$ cat config.mk
export PLATFORM = sky130hd
export DESIGN_NAME = keypad_digit_capture_flat
export DESIGN_NICKNAME = d
export VERILOG_FILES = /design/src/rtl/keypad_digit_capture_if.sv /design/src/rtl/keypad_digit_capture.sv /design/src/flat_wrapper.sv
export SDC_FILE = /design/constraint.sdc
export NUM_CORES = 1
export LEC_CHECK = 0
export CAP_MARGIN = 10
export CORE_ASPECT_RATIO = 0.8
export CORE_MARGIN = 2
export CORE_UTILIZATION = 60
export CTS_BUF_LIST = sky130_fd_sc_hd__clkbuf_4 sky130_fd_sc_hd__clkbuf_8
export DETAILED_ROUTE_END_ITERATION = 10
export GPL_ROUTABILITY_DRIVEN = 0
export PLACE_DENSITY_LB_ADDON = 0.12
export SLEW_MARGIN = 20
export SYNTH_ARGS = -nofsm -noshare
export SYNTH_HDL_FRONTEND = slang
export SYNTH_SLANG_ARGS = --single-unit
export TNS_END_PERCENT = 1
$ cat constraint.sdc
create_clock -name clk -period 2.8 [get_ports clk]
set_input_delay 0.42 -clock clk [delete_from_list [all_inputs] [get_ports clk]]
set_output_delay 0.42 -clock clk [all_outputs]
set_load 0.1 [all_outputs]
$ cat src/rtl/keypad_digit_capture_if.sv
// Scanner-to-capture bundle: the snapshot, decode strobe and column-activity
// level from the keypad scanner plus the digit history and status pulses back.
interface keypad_digit_capture_if;
  logic [7:0] keypad_val;
  logic       en;
  logic       button_on;
  logic [3:0] digit_new;
  logic [3:0] digit_old;
  logic       new_digit;
  logic       key_held;
  logic       bad_code;

  modport master (
    output keypad_val, en, button_on,
    input  digit_new, digit_old, new_digit, key_held, bad_code
  );

  modport slave (
    input  keypad_val, en, button_on,
    output digit_new, digit_old, new_digit, key_held, bad_code
  );
endinterface

$ cat src/rtl/keypad_digit_capture.sv
// Validates, debounces and decodes one keypad press per physical press, and
// shifts accepted digits into a two-digit history for the seven-segment mux.
module keypad_digit_capture #(
  parameter int DEBOUNCE_CYCLES = 20000,
  parameter int RELEASE_CYCLES  = 20000
) (
  input logic                  clk,
  input logic                  reset,
  keypad_digit_capture_if.slave bus
);

  localparam int MAX_CYCLES = (DEBOUNCE_CYCLES > RELEASE_CYCLES) ? DEBOUNCE_CYCLES : RELEASE_CYCLES;
  localparam int CNT_W = $clog2(MAX_CYCLES + 1);
  localparam logic [CNT_W-1:0] DEB_LAST = CNT_W'(DEBOUNCE_CYCLES - 1);
  localparam logic [CNT_W-1:0] REL_LAST = CNT_W'(RELEASE_CYCLES - 1);
  localparam logic [CNT_W-1:0] CNT_MAX  = '1;

  typedef enum logic [1:0] {IDLE, DEBOUNCE, HELD} state_t;

  state_t           state_q, state_d;
  logic [CNT_W-1:0] deb_q, deb_d;
  logic [CNT_W-1:0] rel_q, rel_d;
  logic [7:0]       code_q, code_d;
  logic [3:0]       digit_new_q, digit_new_d;
  logic [3:0]       digit_old_q, digit_old_d;
  logic             new_digit_q, new_digit_d;
  logic             key_held_q, key_held_d;
  logic             bad_code_q, bad_code_d;
  logic             match;

  function automatic logic code_valid(input logic [7:0] code);
    return ($countones(code[7:4]) == 1) && ($countones(code[3:0]) == 1);
  endfunction

  // Row index comes from bits [7:4] (R0 is bit 7), column from [3:0] (C0 is bit 3).
  function automatic logic [3:0] decode(input logic [7:0] code);
    logic [1:0] row;
    logic [1:0] col;
    logic [3:0] digit;
    row   = 2'd0;
    col   = 2'd0;
    digit = 4'h0;
    for (int i = 0; i < 4; i++) begin
      if (code[7-i]) row = 2'(i);
      if (code[3-i]) col = 2'(i);
    end
    case ({row, col})
      4'd0:  digit = 4'h1;
      4'd1:  digit = 4'h2;
      4'd2:  digit = 4'h3;
      4'd3:  digit = 4'hA;
      4'd4:  digit = 4'h4;
      4'd5:  digit = 4'h5;
      4'd6:  digit = 4'h6;
      4'd7:  digit = 4'hB;
      4'd8:  digit = 4'h7;
      4'd9:  digit = 4'h8;
      4'd10: digit = 4'h9;
      4'd11: digit = 4'hC;
      4'd12: digit = 4'hE;
      4'd13: digit = 4'h0;
      4'd14: digit = 4'hF;
      4'd15: digit = 4'hD;
    endcase
    return digit;
  endfunction

  assign match = bus.button_on && (bus.keypad_val == code_q);

  // Next-state and next-output logic; every output is registered below.
  always_comb begin
    state_d     = state_q;
    deb_d       = deb_q;
    rel_d       = rel_q;
    code_d      = code_q;
    digit_new_d = digit_new_q;
    digit_old_d = digit_old_q;
    new_digit_d = 1'b0;
    bad_code_d  = 1'b0;
    unique case (state_q)
      IDLE: begin
        if (bus.en) begin
          if (code_valid(bus.keypad_val)) begin
            code_d  = bus.keypad_val;
            deb_d   = '0;
            state_d = DEBOUNCE;
          end else begin
            bad_code_d = 1'b1;
          end
        end
      end
      DEBOUNCE: begin
        if (!match) begin
          state_d = IDLE;
        end else if (deb_q == DEB_LAST) begin
          digit_old_d = digit_new_q;
          digit_new_d = decode(code_q);
          new_digit_d = 1'b1;
          rel_d       = '0;
          state_d     = HELD;
        end else if (deb_q != CNT_MAX) begin
          deb_d = deb_q + 1'b1;
        end
      end
      HELD: begin
        // A short release glitch only restarts the count; capture stays disarmed.
        if (bus.button_on) begin
          rel_d = '0;
        end else if (rel_q == REL_LAST) begin
          state_d = IDLE;
        end else if (rel_q != CNT_MAX) begin
          rel_d = rel_q + 1'b1;
        end
      end
      default: state_d = IDLE;
    endcase
    key_held_d = (state_d == HELD);
  end

  always_ff @(posedge clk or negedge reset) begin
    if (!reset) begin
      state_q     <= IDLE;
      deb_q       <= '0;
      rel_q       <= '0;
      code_q      <= '0;
      digit_new_q <= '0;
      digit_old_q <= '0;
      new_digit_q <= 1'b0;
      key_held_q  <= 1'b0;
      bad_code_q  <= 1'b0;
    end else begin
      state_q     <= state_d;
      deb_q       <= deb_d;
      rel_q       <= rel_d;
      code_q      <= code_d;
      digit_new_q <= digit_new_d;
      digit_old_q <= digit_old_d;
      new_digit_q <= new_digit_d;
      key_held_q  <= key_held_d;
      bad_code_q  <= bad_code_d;
    end
  end

  assign bus.digit_new = digit_new_q;
  assign bus.digit_old = digit_old_q;
  assign bus.new_digit = new_digit_q;
  assign bus.key_held  = key_held_q;
  assign bus.bad_code  = bad_code_q;

endmodule
$ cat src/flat_wrapper.sv
// flat-port wrapper written by rule: the top's interface ports become plain ports
module keypad_digit_capture_flat 
#(
  parameter int DEBOUNCE_CYCLES = 20000,
  parameter int RELEASE_CYCLES  = 20000
)
  (clk, reset, bus_keypad_val, bus_en, bus_button_on, bus_digit_new, bus_digit_old, bus_new_digit, bus_key_held, bus_bad_code);
  keypad_digit_capture_if bus_i ();
  input logic clk;
  input logic reset;
  input wire logic [$bits(bus_i.keypad_val)-1:0] bus_keypad_val;
  input wire logic [$bits(bus_i.en)-1:0] bus_en;
  input wire logic [$bits(bus_i.button_on)-1:0] bus_button_on;
  output wire logic [$bits(bus_i.digit_new)-1:0] bus_digit_new;
  output wire logic [$bits(bus_i.digit_old)-1:0] bus_digit_old;
  output wire logic [$bits(bus_i.new_digit)-1:0] bus_new_digit;
  output wire logic [$bits(bus_i.key_held)-1:0] bus_key_held;
  output wire logic [$bits(bus_i.bad_code)-1:0] bus_bad_code;
  assign bus_i.keypad_val = bus_keypad_val;
  assign bus_i.en = bus_en;
  assign bus_i.button_on = bus_button_on;
  assign bus_digit_new = bus_i.digit_new;
  assign bus_digit_old = bus_i.digit_old;
  assign bus_new_digit = bus_i.new_digit;
  assign bus_key_held = bus_i.key_held;
  assign bus_bad_code = bus_i.bad_code;
  keypad_digit_capture #(.DEBOUNCE_CYCLES(DEBOUNCE_CYCLES), .RELEASE_CYCLES(RELEASE_CYCLES)) u_core (.clk(clk), .reset(reset), .bus(bus_i));
endmodule
Yosys cells after proc, flatten, opt, wreduce, memory -nomap -nowiden
Memory sizes are Yosys's and may differ from the RTL's. A register that Yosys moved wholly into a read port is not among the register bits.
Cells that the tools add are included.
{ "totals": {"regBits": 47, "mem_bits_ro": 64, "input_bits": 12, "out_inout_bits": 11, "word_cells": 82, "mem_count": 1} }
{ "op_classes": {"add_sub_neg": 8, "n_eq_ne": 18, "muxes": 37, "reduce_logical": 10} }
{ "memory_table": {"columns": ["memory", "depth", "word_bits", "read_ports", "rd_ports_with_merged_regs", "wr", "line_no", "rtl"], "rows": [
  ["(no name shown)", 16, 4, 1, 1, 0, "keypad_digit_capture.sv:47", "case ({row, col})"]
]} }
{ "ops": {"columns": ["operator", "n"], "rows": [
  ["15-bit two-way mux", 10],
  ["32-bit adder", 2],
  ["32-bit by 2-bit == test with 1-bit output (second input constant)", 2],
  ["15-bit one-hot mux with 2 select lines", 2],
  ["2-bit two-way mux", 16],
  ["15-bit by 1-bit adder with 15-bit output (second input constant)", 2],
  ["15-bit == test (second input constant)", 2],
  ["15-bit inequality test (second input constant)", 2],
  ["1-bit by 1-bit adder with 2-bit output", 4],
  ["8-bit == test", 1],
  ["1-bit two-way mux", 8],
  ["2-bit by 1-bit inequality test with 1-bit output (second input constant)", 4],
  ["2-bit one-hot mux with 3 select lines", 1],
  ["3-bit AND reduction", 2],
  ["6-bit AND reduction", 1],
  ["5-bit AND reduction", 1],
  ["2-bit == test (second input constant)", 2],
  ["2-bit inequality test (second input constant)", 2],
  ["2-bit nonzero test", 2],
  ["3-bit by 2-bit inequality test with 1-bit output (second input constant)", 1],
  ["3-bit inequality test (second input constant)", 1],
  ["2-bit by 1-bit == test with 1-bit output (second input constant)", 1],
  ["1-bit logical AND", 2],
  ["2-bit zero test", 1],
  ["1-bit zero test", 1]
]} }

Depth between registers and ports, before layout
{ "logic_depth": {"depth_word": 8, "mapped_depth": 9, "depth_no_buf": 9} }

Worst setup path after synthesis
No wires, ideal clock.
{ "synth_timing": {"path_kind": "input to register", "startpoint": "input port bus_keypad_val[4]", "endpoint": "register u_core.deb_q[5]", "setup_ns": 0.063, "arrival_ns": 2.738, "path_slack_ns": -0.001, "stages": 9, "n_path_buf": 0, "path_cell_list": "ha_1 -> ha_1 -> fa_1 -> nor4_1 -> nand3_1 -> o21ai_0 -> nand4_1 -> nor4_1 -> or2_2"} }
{ "synth_via": {"elab_chain_len": 6, "elab_cells_between_ends": 9, "cone_classes": "2 x add/sub; 4 x eq/ne; 3 x reduce/logical"} }
{ "synth_lines": {"columns": ["item", "line_no", "rtl"], "rows": [
  ["from (decl)", "flat_wrapper.sv:11", "input wire logic [$bits(bus_i.keypad_val)-1:0] bus_keypad_val;"],
  ["1-bit by 1-bit adder with 2-bit output (implied by the code)", "keypad_digit_capture.sv:32", "return ($countones(code[7:4]) == 1) && ($countones(code[3:0]) == 1);"],
  ["32-bit adder (implied by the code)", "keypad_digit_capture.sv:32", null],
  ["32-bit by 2-bit == test with 1-bit output", "keypad_digit_capture.sv:32", null],
  ["1-bit logical AND", "keypad_digit_capture.sv:32", null],
  ["2-bit by 1-bit inequality test with 1-bit output (no line)", null, null],
  ["6-bit AND reduction (no line) *", null, null],
  ["to (signal assigned)", "keypad_digit_capture.sv:123", "deb_q <= '0;"],
  ["to (signal assigned)", "keypad_digit_capture.sv:133", "deb_q <= deb_d;"],
  ["to (decl)", "keypad_digit_capture.sv:21", "logic [CNT_W-1:0] deb_q, deb_d;"]
]} }
Mark *: on every way between the ends. The rest lies on a longest branch, timed or not.
A chain may end at the register's enable or synchronous reset.

Final worst setup path
{ "layout_timing": {"startpoint": "input port bus_keypad_val[1]", "endpoint": "register u_core.deb_q[4]"} }
Same word-level chain as after synthesis.

==> results.sh <==
export IMPL_grt_total_usage_pct=25.3
export IMPL_cts_inserted_buffers=5
export IMPL_p_leak_uw=0.00169
export IMPL_clockBufferDepth=2
export IMPL_ys_ff_latch=51
export IMPL_path_delay_family="adder cells"
export IMPL_ff_latch_area_um2=1280
export IMPL_cts_tree="yes"
export IMPL_crit_path_start_kind="primary input"
export IMPL_fmax_mhz=372
export IMPL_pwr_share_seq_pct=45.3
export IMPL_fill_cells=362
export IMPL_r2r_start="u_core.deb_q[0]"
export IMPL_postCtsHoldBufs=0
export IMPL_worstPathRequired_ns=3.03
export IMPL_synth_cells=326
export IMPL_status="completed"
export IMPL_via_per_inst=6.09
export IMPL_fin_area_um2=3700
export IMPL_path_class="in2reg"
export IMPL_core_area_um2=4980
export IMPL_synth_area_per_cell_um2=9.40
export IMPL_htree_levels=2
export IMPL_internal_power_uw=1270
export IMPL_setup_viol=0
export IMPL_io_buffers=22
export IMPL_synth_edff_count=0
export IMPL_p_switching_uw=711
export IMPL_gr_total_overflow=0
export IMPL_rr_worst_depth=7
export IMPL_critical_path_depth=11
export IMPL_r2r_end="u_core.rel_q[6]"
export IMPL_grt_pass1_wl_mm=11.6
export IMPL_dr_total_vias=2643
export IMPL_synth_area_um2=3060
export IMPL_power_frac_clock_pct=21.1
export IMPL_ir_worst_vdd_mv=0.490
export IMPL_tightest_slew_ns=0.648
export IMPL_final_cells=434
export IMPL_wire_per_inst_um=15.9
export IMPL_drc_errors=0
export IMPL_crit_fanout=4
export IMPL_synth_flop_cell="dfrtp_1"
export IMPL_antenna_cells=0
export IMPL_grt_pass1_vias=2517
export IMPL_place_hpwl_mm=4.85
export IMPL_drive_gt1_share_pct=20.4
export IMPL_hold_viol=0
export IMPL_firstDrtPassIters=5
export IMPL_start_util_pct=61.5
export IMPL_crit_chain="dlygate4sd2_1 -> ha_1 -> ha_2 -> fa_2 -> nor4_4 -> nand3_1 -> o21ai_1 -> buf_4 -> nand2_1 -> or4_1 -> o211ai_1"
export IMPL_async_flop_share_pct=100
export IMPL_grt_max_degree=52
export IMPL_root_buffer="clkbuf_8"
export IMPL_yosys_warnings=0
export IMPL_core_rowCount=23
export IMPL_ios=23
export IMPL_power_density_nw_per_um2=537
export IMPL_synth_distinct_cells=48
export IMPL_cts_sinks=51
export IMPL_cpMaxStageDelayCell="fa_2"
export IMPL_synthesis_nets=357
export IMPL_place_area_um2=3460
export IMPL_switching_share_pct=35.8
export IMPL_maxSlewHeadroom_pct=56.8
export IMPL_cap_violations=0
export IMPL_multi_input_area_um2=1810
export IMPL_cp_buffers_inverters=2
export IMPL_finalClockSkew_ns=0.00857
export IMPL_wl_mm=6.88
export IMPL_rrSetupSlack_ns=0.19
export IMPL_critical_path_max_stage_delay_ns=0.47
export IMPL_die_area_um2=5700
export IMPL_drt_antenna_violating_nets=0
export IMPL_cp_arrival_ns=2.92
export IMPL_p_comb_share_pct=33.6
export IMPL_die_x_um=83.9
export IMPL_clk_pin_slew_worst_paths_ns=0.10
export IMPL_area_delta_synth_final_pct=20.7
export IMPL_drtIter0Drc=253
export IMPL_final_net_count=403
export IMPL_synth_seq_area_share_pct=41.6
export IMPL_rsz0062_at_grt="no"
export IMPL_post_place_cells=424
export IMPL_die_height_um=67.9
export IMPL_final_common_cell="dfrtp_1"
export IMPL_critPathCaptureType="flip-flop"
export IMPL_final_cell_mix="dfrtp_1 (51), nand2_1 (38), buf_4 (35)"
export IMPL_worst_skew_pair_late_latency_ns=0.31
export IMPL_worstHoldPathType="in2async"
export IMPL_grt_antenna_before_repair=0
export IMPL_min_period_over_period_pct=96.1
export IMPL_cp_startpoint="bus_keypad_val[1]"
export IMPL_maxSlewViolCount=0
export IMPL_period_minus_slack_ns=2.69
[metal layers]
layer  GRT usage (%)  share of wire [%]  vias up
met5               0                  0        -
met3            4.10                4.6        5
met1            36.1                 48     1285
li1                -                  -     1294
met2            41.4                 47       59
met4            6.05               0.67        0
[worst max path at each step]
| stage | endpoint | slack [ns] |
|---|---|---|
| global placement | u_core.deb_q[3] | -0.42 |
| floorplan | u_core.deb_q[5] | 0.003 |
| global route | u_core.deb_q[3] | 0.04 |
| detailed placement | u_core.deb_q[3] | -0.54 |
| finish | u_core.deb_q[4] | 0.11 |
| CTS | u_core.deb_q[4] | 0.005 |
[timing repair]
action | 4_1_cts | 5_1_grt
resized for setup | 12 | 22
endpoints found under the setup margin | 16 | 27
pin swaps | 6 | 11
hold endpoints to repair | 0 | 0
setup buffers | 2 | 1
[flip-flops by register name, summed over array words and instances (netlist names)]
name	flops
u_core.bus.bad_code	1
u_core.bus.digit_old	4
u_core.bus.digit_new	4
u_core.bus.new_digit	1
u_core.code_q	8
u_core.deb_q	15
u_core.state_q	2
u_core.rel_q	15
u_core.bus.key_held	1
[layout make-up]
cell class / count / area share (%)
repair buffers: 48 / 10.9
well taps: 62 / 2.10
clock inverters: 2 / 0.372
flip-flops and latches: 51 / 34.5
clock buffers: 5 / 1.86
inverters: 14 / 1.42
multi-input cells: 252 / 48.8
[worst reg2reg max path: cells and delay by family (launching register included)]
kind	cells	cell delay, ns
AO/OA/AOI/OAI	2	0.54
flip-flops	1	0.42
AND/OR/NAND/NOR	4	1.27
adder cells (fa/ha/maj)	1	0.29
[logic make-up (layout without fill, tap and decap cells)]
logic type	Yosys count	count (layout)	share of synthesized area [%]
DFF	51	51	41.6
and+or+nand+nor	131	131	22.9
buffers and inverters	23	69	3.06
xor gates and xnor gates	10	10	2.86
muxes	13	13	4.74
AOI/OAI and AO/OA	79	79	16.5
adders and majority gates	19	19	8.25
[synth_stat cells, drive strengths merged, types with 2 or more instances]
cell	n	area share, %
o21ai	25	4.1
clkbuf	8	0.98
xnor2	9	2.6
nor2	9	1.1
nand2b	6	1.2
o31ai	4	0.98
fa	2	1.3
nand4b	2	0.57
a21o	9	2.2
a31oi	2	0.41
and3	8	1.6
dfrtp	51	42
mux2	12	4.4
and4	2	0.65
nor3	5	0.82
or2	3	0.61
nand3	20	3.3
nand4	14	2.9
or3	6	1.2
o31a	3	0.86
a211oi	3	0.73
a21oi	16	2.6
inv	14	1.7
o311ai	4	1.1
nand2	39	4.8
ha	17	6.9
nor4	8	2.1
and2	3	0.61
o211ai	6	1.5
nor2b	2	0.41
[metrics by stage]
step / TNS [ns] / util [%] / power [µW] / setup WS (ns) / hold WS [ns]
final: 0 / 74.3 / 1990 / 0.111 / 0.204
after global routing: 0 / 74.3 / 2120 / 0.0418 / 0.280
after CTS: 0 / 72.2 / 1960 / 0.00518 / 0.241
after detailed placement: -10.77 / 69.5 / 1540 / -0.543 / 0.486
after global placement: -7.07 / 69.5 / 1510 / -0.419 / 0.487
after floorplan: 0 / - / 1340 / 0.00288 / 0.124
[power by group through the flow]
stage               Sequential (µW)  Clock (µW)  Combinational (µW)
CTS                             895         423                 645
finish                          899         419                 668
global route                    913         453                 755
detailed placement              909           0                 633
global placement                901           0                 608
floorplan                       888           0                 451
(Power assumes the default switching activity.)
